==> config.mk <==
export PLATFORM = sky130hd
export DESIGN_NAME = alu_result_buffer_flat
export DESIGN_NICKNAME = d
export VERILOG_FILES = /design/src/rtl/alu_result_buffer_if.sv /design/src/rtl/alu_result_buffer.sv /design/src/flat_wrapper.sv
export SDC_FILE = /design/constraint.sdc
export NUM_CORES = 1
export LEC_CHECK = 0
export CORE_UTILIZATION = 40
export DETAILED_ROUTE_END_ITERATION = 7
export GPL_TIMING_DRIVEN = 1
export SLEW_MARGIN = 30
export SYNTH_ARGS = -nofsm -noshare
export SYNTH_HDL_FRONTEND = slang
export SYNTH_SLANG_ARGS = --single-unit
==> constraint.sdc <==
create_clock -name clk -period 2.4 [get_ports clk]
set_clock_uncertainty 0.2 [all_clocks]
set_input_delay 0.6 -clock clk [delete_from_list [all_inputs] [get_ports clk]]
set_output_delay 0.6 -clock clk [all_outputs]
set_load 0.05 [all_outputs]
==> src/rtl/alu_result_buffer_if.sv <==
// Handshake bundle between the ALU, the result buffer and the downstream consumer.
// master: the side that produces ALU results and consumes buffered entries.
// slave: the buffer itself.
interface alu_result_buffer_if #(
    parameter int WIDTH = 16
);
    logic             in_valid;
    logic             in_ready;
    logic [WIDTH-1:0] alu_result;
    logic             alu_carry;
    logic [3:0]       alu_sel;

    logic             out_valid;
    logic             out_ready;
    logic [WIDTH-1:0] out_result;
    logic [3:0]       out_sel;
    logic [3:0]       out_flags;

    modport master (
        output in_valid, alu_result, alu_carry, alu_sel, out_ready,
        input  in_ready, out_valid, out_result, out_sel, out_flags
    );

    modport slave (
        input  in_valid, alu_result, alu_carry, alu_sel, out_ready,
        output in_ready, out_valid, out_result, out_sel, out_flags
    );
endinterface

==> src/rtl/alu_result_buffer.sv <==
// Result buffer behind the 16-bit ALU: captures result, op code and derived
// flags {I,C,N,Z} into a small FIFO drained over valid/ready, and keeps a
// saturating count of accepted add-with-carry entries.
module alu_result_buffer #(
    parameter int WIDTH = 16,
    parameter int DEPTH = 4,
    parameter int CNT_W = 8
) (
    input  logic                     clk,
    input  logic                     rst_n,
    input  logic                     flush,
    alu_result_buffer_if.slave       bus,
    output logic [$clog2(DEPTH):0]   level,
    output logic [CNT_W-1:0]         carry_events
);
    localparam int PTR_W = $clog2(DEPTH);
    localparam int LVL_W = PTR_W + 1;
    localparam int ENT_W = 4 + 4 + WIDTH;

    // Flags {I,C,N,Z}: carry only counts for add (sel 0); sel >= 8 is undefined.
    function automatic logic [3:0] derive_flags(input logic [WIDTH-1:0] res,
                                                input logic             carry,
                                                input logic [3:0]       sel);
        logic f_i, f_c, f_n, f_z;
        f_i = (sel >= 4'b1000);
        f_c = carry && (sel == 4'b0000);
        f_n = res[WIDTH-1];
        f_z = (res == '0);
        return {f_i, f_c, f_n, f_z};
    endfunction

    logic [PTR_W-1:0] wr_ptr_q, wr_ptr_d;
    logic [PTR_W-1:0] rd_ptr_q, rd_ptr_d;
    logic [LVL_W-1:0] level_q, level_d;
    logic [CNT_W-1:0] cevt_q, cevt_d;
    logic [ENT_W-1:0] mem_q [DEPTH];
    logic [ENT_W-1:0] entry_d;
    logic [3:0]       flags_in;
    logic             push, pop;
    logic             not_full, not_empty;
    logic [ENT_W-1:0] head;

    // Handshake qualification and next-state for pointers, level and counter.
    always_comb begin
        not_full  = (level_q != LVL_W'(DEPTH));
        not_empty = (level_q != '0);
        flags_in  = derive_flags(bus.alu_result, bus.alu_carry, bus.alu_sel);
        entry_d   = {bus.alu_sel, flags_in, bus.alu_result};
        // Flush overrides both sides: the pushed entry is dropped and uncounted.
        push      = bus.in_valid && not_full && !flush;
        pop       = not_empty && bus.out_ready && !flush;

        wr_ptr_d  = wr_ptr_q;
        rd_ptr_d  = rd_ptr_q;
        level_d   = level_q;
        cevt_d    = cevt_q;

        if (flush) begin
            wr_ptr_d = '0;
            rd_ptr_d = '0;
            level_d  = '0;
        end else begin
            if (push) wr_ptr_d = wr_ptr_q + PTR_W'(1);
            if (pop)  rd_ptr_d = rd_ptr_q + PTR_W'(1);
            level_d = level_q + LVL_W'(push) - LVL_W'(pop);
        end

        if (push && flags_in[2] && (cevt_q != {CNT_W{1'b1}}))
            cevt_d = cevt_q + CNT_W'(1);
    end

    // Control state register, cleared asynchronously.
    always_ff @(posedge clk or negedge rst_n) begin
        if (!rst_n) begin
            wr_ptr_q <= '0;
            rd_ptr_q <= '0;
            level_q  <= '0;
            cevt_q   <= '0;
        end else begin
            wr_ptr_q <= wr_ptr_d;
            rd_ptr_q <= rd_ptr_d;
            level_q  <= level_d;
            cevt_q   <= cevt_d;
        end
    end

    // Entry storage; contents are never read while empty, so no reset needed.
    always_ff @(posedge clk) begin
        if (push) mem_q[wr_ptr_q] <= entry_d;
    end

    // Head presentation, zeroed whenever the buffer is empty.
    always_comb begin
        head           = not_empty ? mem_q[rd_ptr_q] : '0;
        bus.in_ready   = not_full;
        bus.out_valid  = not_empty;
        bus.out_sel    = head[ENT_W-1 -: 4];
        bus.out_flags  = head[WIDTH +: 4];
        bus.out_result = head[WIDTH-1:0];
        level          = level_q;
        carry_events   = cevt_q;
    end
endmodule

==> src/flat_wrapper.sv <==
// flat-port wrapper written by rule: the top's interface ports become plain ports
module alu_result_buffer_flat 
#(
    parameter int WIDTH = 16,
    parameter int DEPTH = 4,
    parameter int CNT_W = 8
)
  (clk, rst_n, flush, level, carry_events, bus_in_valid, bus_alu_result, bus_alu_carry, bus_alu_sel, bus_out_ready, bus_in_ready, bus_out_valid, bus_out_result, bus_out_sel, bus_out_flags);
  alu_result_buffer_if #(.WIDTH(WIDTH)) bus_i ();
  input  logic clk;
  input  logic rst_n;
  input  logic flush;
  output logic [$clog2(DEPTH):0] level;
  output logic [CNT_W-1:0] carry_events;
  input wire logic [$bits(bus_i.in_valid)-1:0] bus_in_valid;
  input wire logic [$bits(bus_i.alu_result)-1:0] bus_alu_result;
  input wire logic [$bits(bus_i.alu_carry)-1:0] bus_alu_carry;
  input wire logic [$bits(bus_i.alu_sel)-1:0] bus_alu_sel;
  input wire logic [$bits(bus_i.out_ready)-1:0] bus_out_ready;
  output wire logic [$bits(bus_i.in_ready)-1:0] bus_in_ready;
  output wire logic [$bits(bus_i.out_valid)-1:0] bus_out_valid;
  output wire logic [$bits(bus_i.out_result)-1:0] bus_out_result;
  output wire logic [$bits(bus_i.out_sel)-1:0] bus_out_sel;
  output wire logic [$bits(bus_i.out_flags)-1:0] bus_out_flags;
  assign bus_i.in_valid = bus_in_valid;
  assign bus_i.alu_result = bus_alu_result;
  assign bus_i.alu_carry = bus_alu_carry;
  assign bus_i.alu_sel = bus_alu_sel;
  assign bus_i.out_ready = bus_out_ready;
  assign bus_in_ready = bus_i.in_ready;
  assign bus_out_valid = bus_i.out_valid;
  assign bus_out_result = bus_i.out_result;
  assign bus_out_sel = bus_i.out_sel;
  assign bus_out_flags = bus_i.out_flags;
  alu_result_buffer #(.WIDTH(WIDTH), .DEPTH(DEPTH), .CNT_W(CNT_W)) u_core (.clk(clk), .rst_n(rst_n), .flush(flush), .bus(bus_i), .level(level), .carry_events(carry_events));
endmodule
### Word level (Yosys, flattened, before mapping)

Memories as Yosys holds them, arrays and structs flattened.
Cells that the tools add are included.

* output and inout port bits: 37
* word-level logic and storage cells: 34
* memories kept: 1
* input port bits: 26
* RAM bits: 96
* register bits: 15

* $add $sub $neg: 5
* $lt $le $gt $ge: 1
* equal/unequal tests: 2
* reduce and logical (&&, ||, !) cells: 13
* multiplexer cells: 8

Memories
* u_core.mem_q: depth 4, width 24, read ports 1, clocked after memory_dff 0, wr ports 1, RTL line alu_result_buffer.sv:36 `logic [ENT_W-1:0] mem_q [DEPTH];`

Operators with widths (number)
* 2-to-1 mux 24 bit: 1
* zero test 16 bit: 1
* adder 8 x 1 -> 8 bit (second input constant): 1
* 2-to-1 mux 2 bit: 4
* != test 8 bit (second input constant): 1
* logical AND 1 bit: 7
* adder 2 x 1 -> 2 bit (second input constant): 2
* >= comparator 4 bit (second input constant): 1
* zero test 4 bit: 1
* nonzero test 2 bit: 2
* adder 3 x 1 -> 3 bit: 1
* 2-to-1 mux 3 bit: 1
* != test 3 bit (second input constant): 1
* nonzero test 3 bit: 1
* subtractor 3 x 1 -> 3 bit: 1
* 2-to-1 mux 1 bit: 2
* zero test 1 bit: 1

### Depth between registers and ports, before layout

* word-level depth: 6
* gate-level depth with buffers: 12
* mapped depth without buffers: 11

### Worst setup path before layout

OpenSTA, ideal clock, no wires.

* kind: register to output
* start point: register u_core.level_q[1] (netlist: u_core.level[1])
* end point: output port bus_out_result[15]
* slack: -875 ps
* buffers on the path: 3
* arrival time: 2475 ps
* required time: 1600 ps
* stages on the path, launching flop included: 6
* cell sequence: dfrtp_1 -> or3_1 -> clkbuf_1 -> clkbuf_1 -> and2_1 -> buf_4

* longest elaborated chain between the ends: 2

Ends and longest elaborated chain
* start: declaration: RTL line alu_result_buffer.sv:34 `logic [LVL_W-1:0] level_q, level_d;`
* start signal: assignment: RTL line alu_result_buffer.sv:82 `level_q <= level_d;`
* nonzero test 3 bit: RTL line alu_result_buffer.sv:46 `not_empty = (level_q != '0);`
* net bus_out_valid: RTL line flat_wrapper.sv:21 `output wire logic [$bits(bus_i.out_valid)-1:0] bus_out_valid;`
* 2-to-1 mux 24 bit: RTL line alu_result_buffer.sv:94 `head = not_empty ? mem_q[rd_ptr_q] : '0;`
* end: declaration: RTL line flat_wrapper.sv:22 `output wire logic [$bits(bus_i.out_result)-1:0] bus_out_result;`

The timed path passes the listed nets, and every way through them passes these cells.

### Final worst setup path

* start point: register u_core.rd_ptr_q[0]
* end point: output port bus_out_flags[1]

* longest elaborated chain between the ends: 2

Ends and longest elaborated chain
* start: declaration: RTL line alu_result_buffer.sv:33 `logic [PTR_W-1:0] rd_ptr_q, rd_ptr_d;`
* start signal: assignment: RTL line alu_result_buffer.sv:81 `rd_ptr_q <= rd_ptr_d;`
* memory read (4 x 24 bit)
* 2-to-1 mux 24 bit: RTL line alu_result_buffer.sv:94
* end: declaration: RTL line flat_wrapper.sv:24 `output wire logic [$bits(bus_i.out_flags)-1:0] bus_out_flags;`

Every way passes these cells.

==> run metrics <==
WHS roughly 0.32 ns; vias ~2400; number of rows in the core area 37; number of I/O port buffers 62; final number of setup-violating endpoints 25; Unique masters post-synth 32; WL per Instance 17.53 microns; Rel. slew slack between 60% and 70%; transition at the pin with the smallest max-transition slack around 0.50 ns; Hold Vio Cnt, Final 0; Buf+Inv Stages, Crit Path 2; total grt overflow 0; initial antenna violation count 0; Total Routed Length approximately 8.3 mm; antenna cell count 0; count of unresolved DRC violations after routing 0; static leakage power ~2.1 nW; Slowest cell on crit path sky130_fd_sc_hd__mux4_2; worst path setup slack after routing -0.2540 ns; leading cell types by count after synthesis sky130_fd_sc_hd__edfxtp_1, sky130_fd_sc_hd__and2_1, sky130_fd_sc_hd__mux4_2; Reg clk slew, reported paths ~0.10 ns; global-route wire length before repair around 13 mm; Placement Setup Slack -0.4048 ns; max-cap violation count 0; critical path start-end classification flop to output pin; worst hold path startpoint u_core.carry_events[3]; Top Ports 63; run status complete, but fails checks; number of enable flip-flop cells after synthesis 92; portion of netlist area occupied by mux cells between 10% and 20%; routed vias/inst 5.028; clock insertion delay at the later pin of the skew report 0.36 ns; Worst Path Arrival 1.85 ns; peak fanout along the critical path 12; Worst setup EP type output pin; Clock Root Buffer sky130_fd_sc_hd__clkbuf_8; First-pass DRT Iterations 4; effective utilization at floorplan 41.95%; complex-gate fraction of the synthesized area 0.9083%; area share of the largest cell type after synthesis a little over three fifths; crit share post-route 110.6%; Worst R2R Start u_core.level[2]; via count of the first global-routing pass about 2400; critical path depth 4; Register-to-Register Setup Slack -0.07 ns; CTS tree built; most repeated cell in the gate-level netlist after synthesis sky130_fd_sc_hd__edfxtp_1; sequential fraction of the synthesis area between 70% and 80%; net count after synthesis 273; average cell area after synthesis 18.44 sq um; number of nets in the final layout approximately 360; largest net degree at the start of global routing 26; setup repair after global routing missed its margin true; Adder-Cell Fraction of Synth Area 2.441%; power per cell area around 1000 mW/mm^2; total number of H-tree levels 3; Worst R2R Path Depth 11; data required time of the worst path 1.60 ns; Highest Clock Rate 376.8 MHz; area of the mapped netlist 0.004408 sq mm; gr usage total approximately 16%; area added between synthesis and finish 31.54%; worst ir drop on vdd ~0.66 mV; classification of the worst-slack hold path flop to flop; critical path startpoint category flop; Min-Delay Path Depth 1; Final Wtd Congestion between 0.8 and 0.9; min Tclk post-route ~2.7 ns; share of synthesized cell area in and, or, nand and nor gates roughly 9.9%; worst-case clock buffer depth 2; maximum single-stage delay on the critical path between 0.5 and 0.6 ns; flip-flop cell with the highest count after synthesis sky130_fd_sc_hd__edfxtp_1; cell taking the most area after synthesis sky130_fd_sc_hd__edfxtp_1; HPWL after DPL between 5 and 6 mm; antenna-violating nets left 0; Die Span X between 100 and 150 microns; FFs w/ async S/R, synth approximately 14%; initial DRC count between 100 and 150; Sink Count about 110; number of CTS-inserted buffers 9; flops & latches, synth between 100 and 150; xor/xnor share of the synthesized area under 10%; top post-synthesis cells by area sky130_fd_sc_hd__edfxtp_1, sky130_fd_sc_hd__mux4_2, sky130_fd_sc_hd__dfrtp_1; die span in y between 100 and 150 microns; number of buffers inserted for hold repair after clock tree synthesis 0; violations in the final reports setup timing; core region area between 0.01 and 0.015 sq mm; cell class contributing the biggest share of worst-path delay multiplexers; startpoint of the most critical setup path u_core.rd_ptr_q[0]; die footprint 0.01144 sq mm; Warnings, synthesis 0; series of cell instances along the critical path buf_12 > mux4_2 > and2_4 > buf_4; number of max-slew violations in the final report 0; share of layout cells above drive strength 1 a little over two fifths; synthesized netlist cell count between 200 and 250; dominant combinational cell family by area after synthesis multiplexers
-- kinds of logic (layout without fill, tap and decap cells) --
group	after synthesis	after routing
AO/OA/AOI/OAI	7	7
AND/OR/NAND/NOR	67	67
multiplexers	25	25
adder cells (fa/ha/maj)	8	8
flip-flops	107	107
buffers and inverters	17	113
XOR/XNOR	8	8
-- path summary, 6_finish.rpt --
path,endpoint
max reg2reg,u_core.level[2]
min,u_core.carry_events[3]
min reg2reg,u_core.carry_events[3]
max,bus_out_flags[1]
max in group asynchronous,u_core.rd_ptr_q[0]
min in group asynchronous,u_core.carry_events[5]
-- metal layers --
layer	up-vias	global-route usage [%]	routed length [microns]
met3	8	2.979	402
met1	1186	21.55	3686
met4	0	5.577	81
met5	-	0	0
met2	75	24.70	4086
li1	1099	-	-
-- through the flow --
stage               area [sq um]  setup TNS [ns]  cells  total power, mW  utilization [%]
global placement            5445          -1.534    455            4.666            51.82
detailed placement          5445          -2.099    455            4.684            51.82
floorplan                   4461         -0.5088    239            3.899                -
global route                5798          -6.618    471            6.217            55.17
finish                      5798          -4.913    471            5.948            55.17
CTS                         5744          -5.688    470            5.952            54.66
-- where the power goes --
part           internal (mW)  switching [mW]
registers               2.15          0.0553
logic                   1.23            1.52
clock network          0.384           0.606
-- final cells by class --
class	instances	area, sq um
fill	836	4711
inverter	5	21.27
tap	136	170.2
sequential	107	3143
timing repair buffer	92	982.2
clock inverter	7	53.80
multi-input combinational	115	1304
clock buffer	9	123.9
-- cells in the final DEF, fill, tap and decap left out, types with 4 or more instances in the layout --
| cell type | instances |
|---|---|
| sky130_fd_sc_hd__ha_1 | 5 |
| sky130_fd_sc_hd__dlygate4sd2_1 | 7 |
| sky130_fd_sc_hd__clkbuf_8 | 9 |
| sky130_fd_sc_hd__edfxtp_1 | 92 |
| sky130_fd_sc_hd__and2_2 | 10 |
| sky130_fd_sc_hd__dfrtp_1 | 11 |
| sky130_fd_sc_hd__clkdlybuf4s50_1 | 25 |
| sky130_fd_sc_hd__xnor2_1 | 5 |
| sky130_fd_sc_hd__nor4_1 | 4 |
| sky130_fd_sc_hd__buf_6 | 22 |
| sky130_fd_sc_hd__buf_4 | 26 |
| sky130_fd_sc_hd__a21oi_1 | 4 |
| sky130_fd_sc_hd__mux4_2 | 23 |
| sky130_fd_sc_hd__and2_4 | 17 |
| sky130_fd_sc_hd__buf_12 | 10 |
| sky130_fd_sc_hd__nor2_1 | 8 |
| sky130_fd_sc_hd__dfrtp_2 | 4 |
-- state kept, by name (all words and copies together), names as in the netlist --
name,flops
u_core.wr_ptr_q,2
u_core.level,3
u_core.rd_ptr_q,2
u_core.carry_events,8
u_core.mem_q,92
-- timing repair --
action | in CTS | in global routing
pin swaps | 0 | 9
gates resized for setup | 50 | 11
setup buffers | 0 | 1
endpoints found under the setup margin | 34 | 29
(Power assumes the default switching activity.)
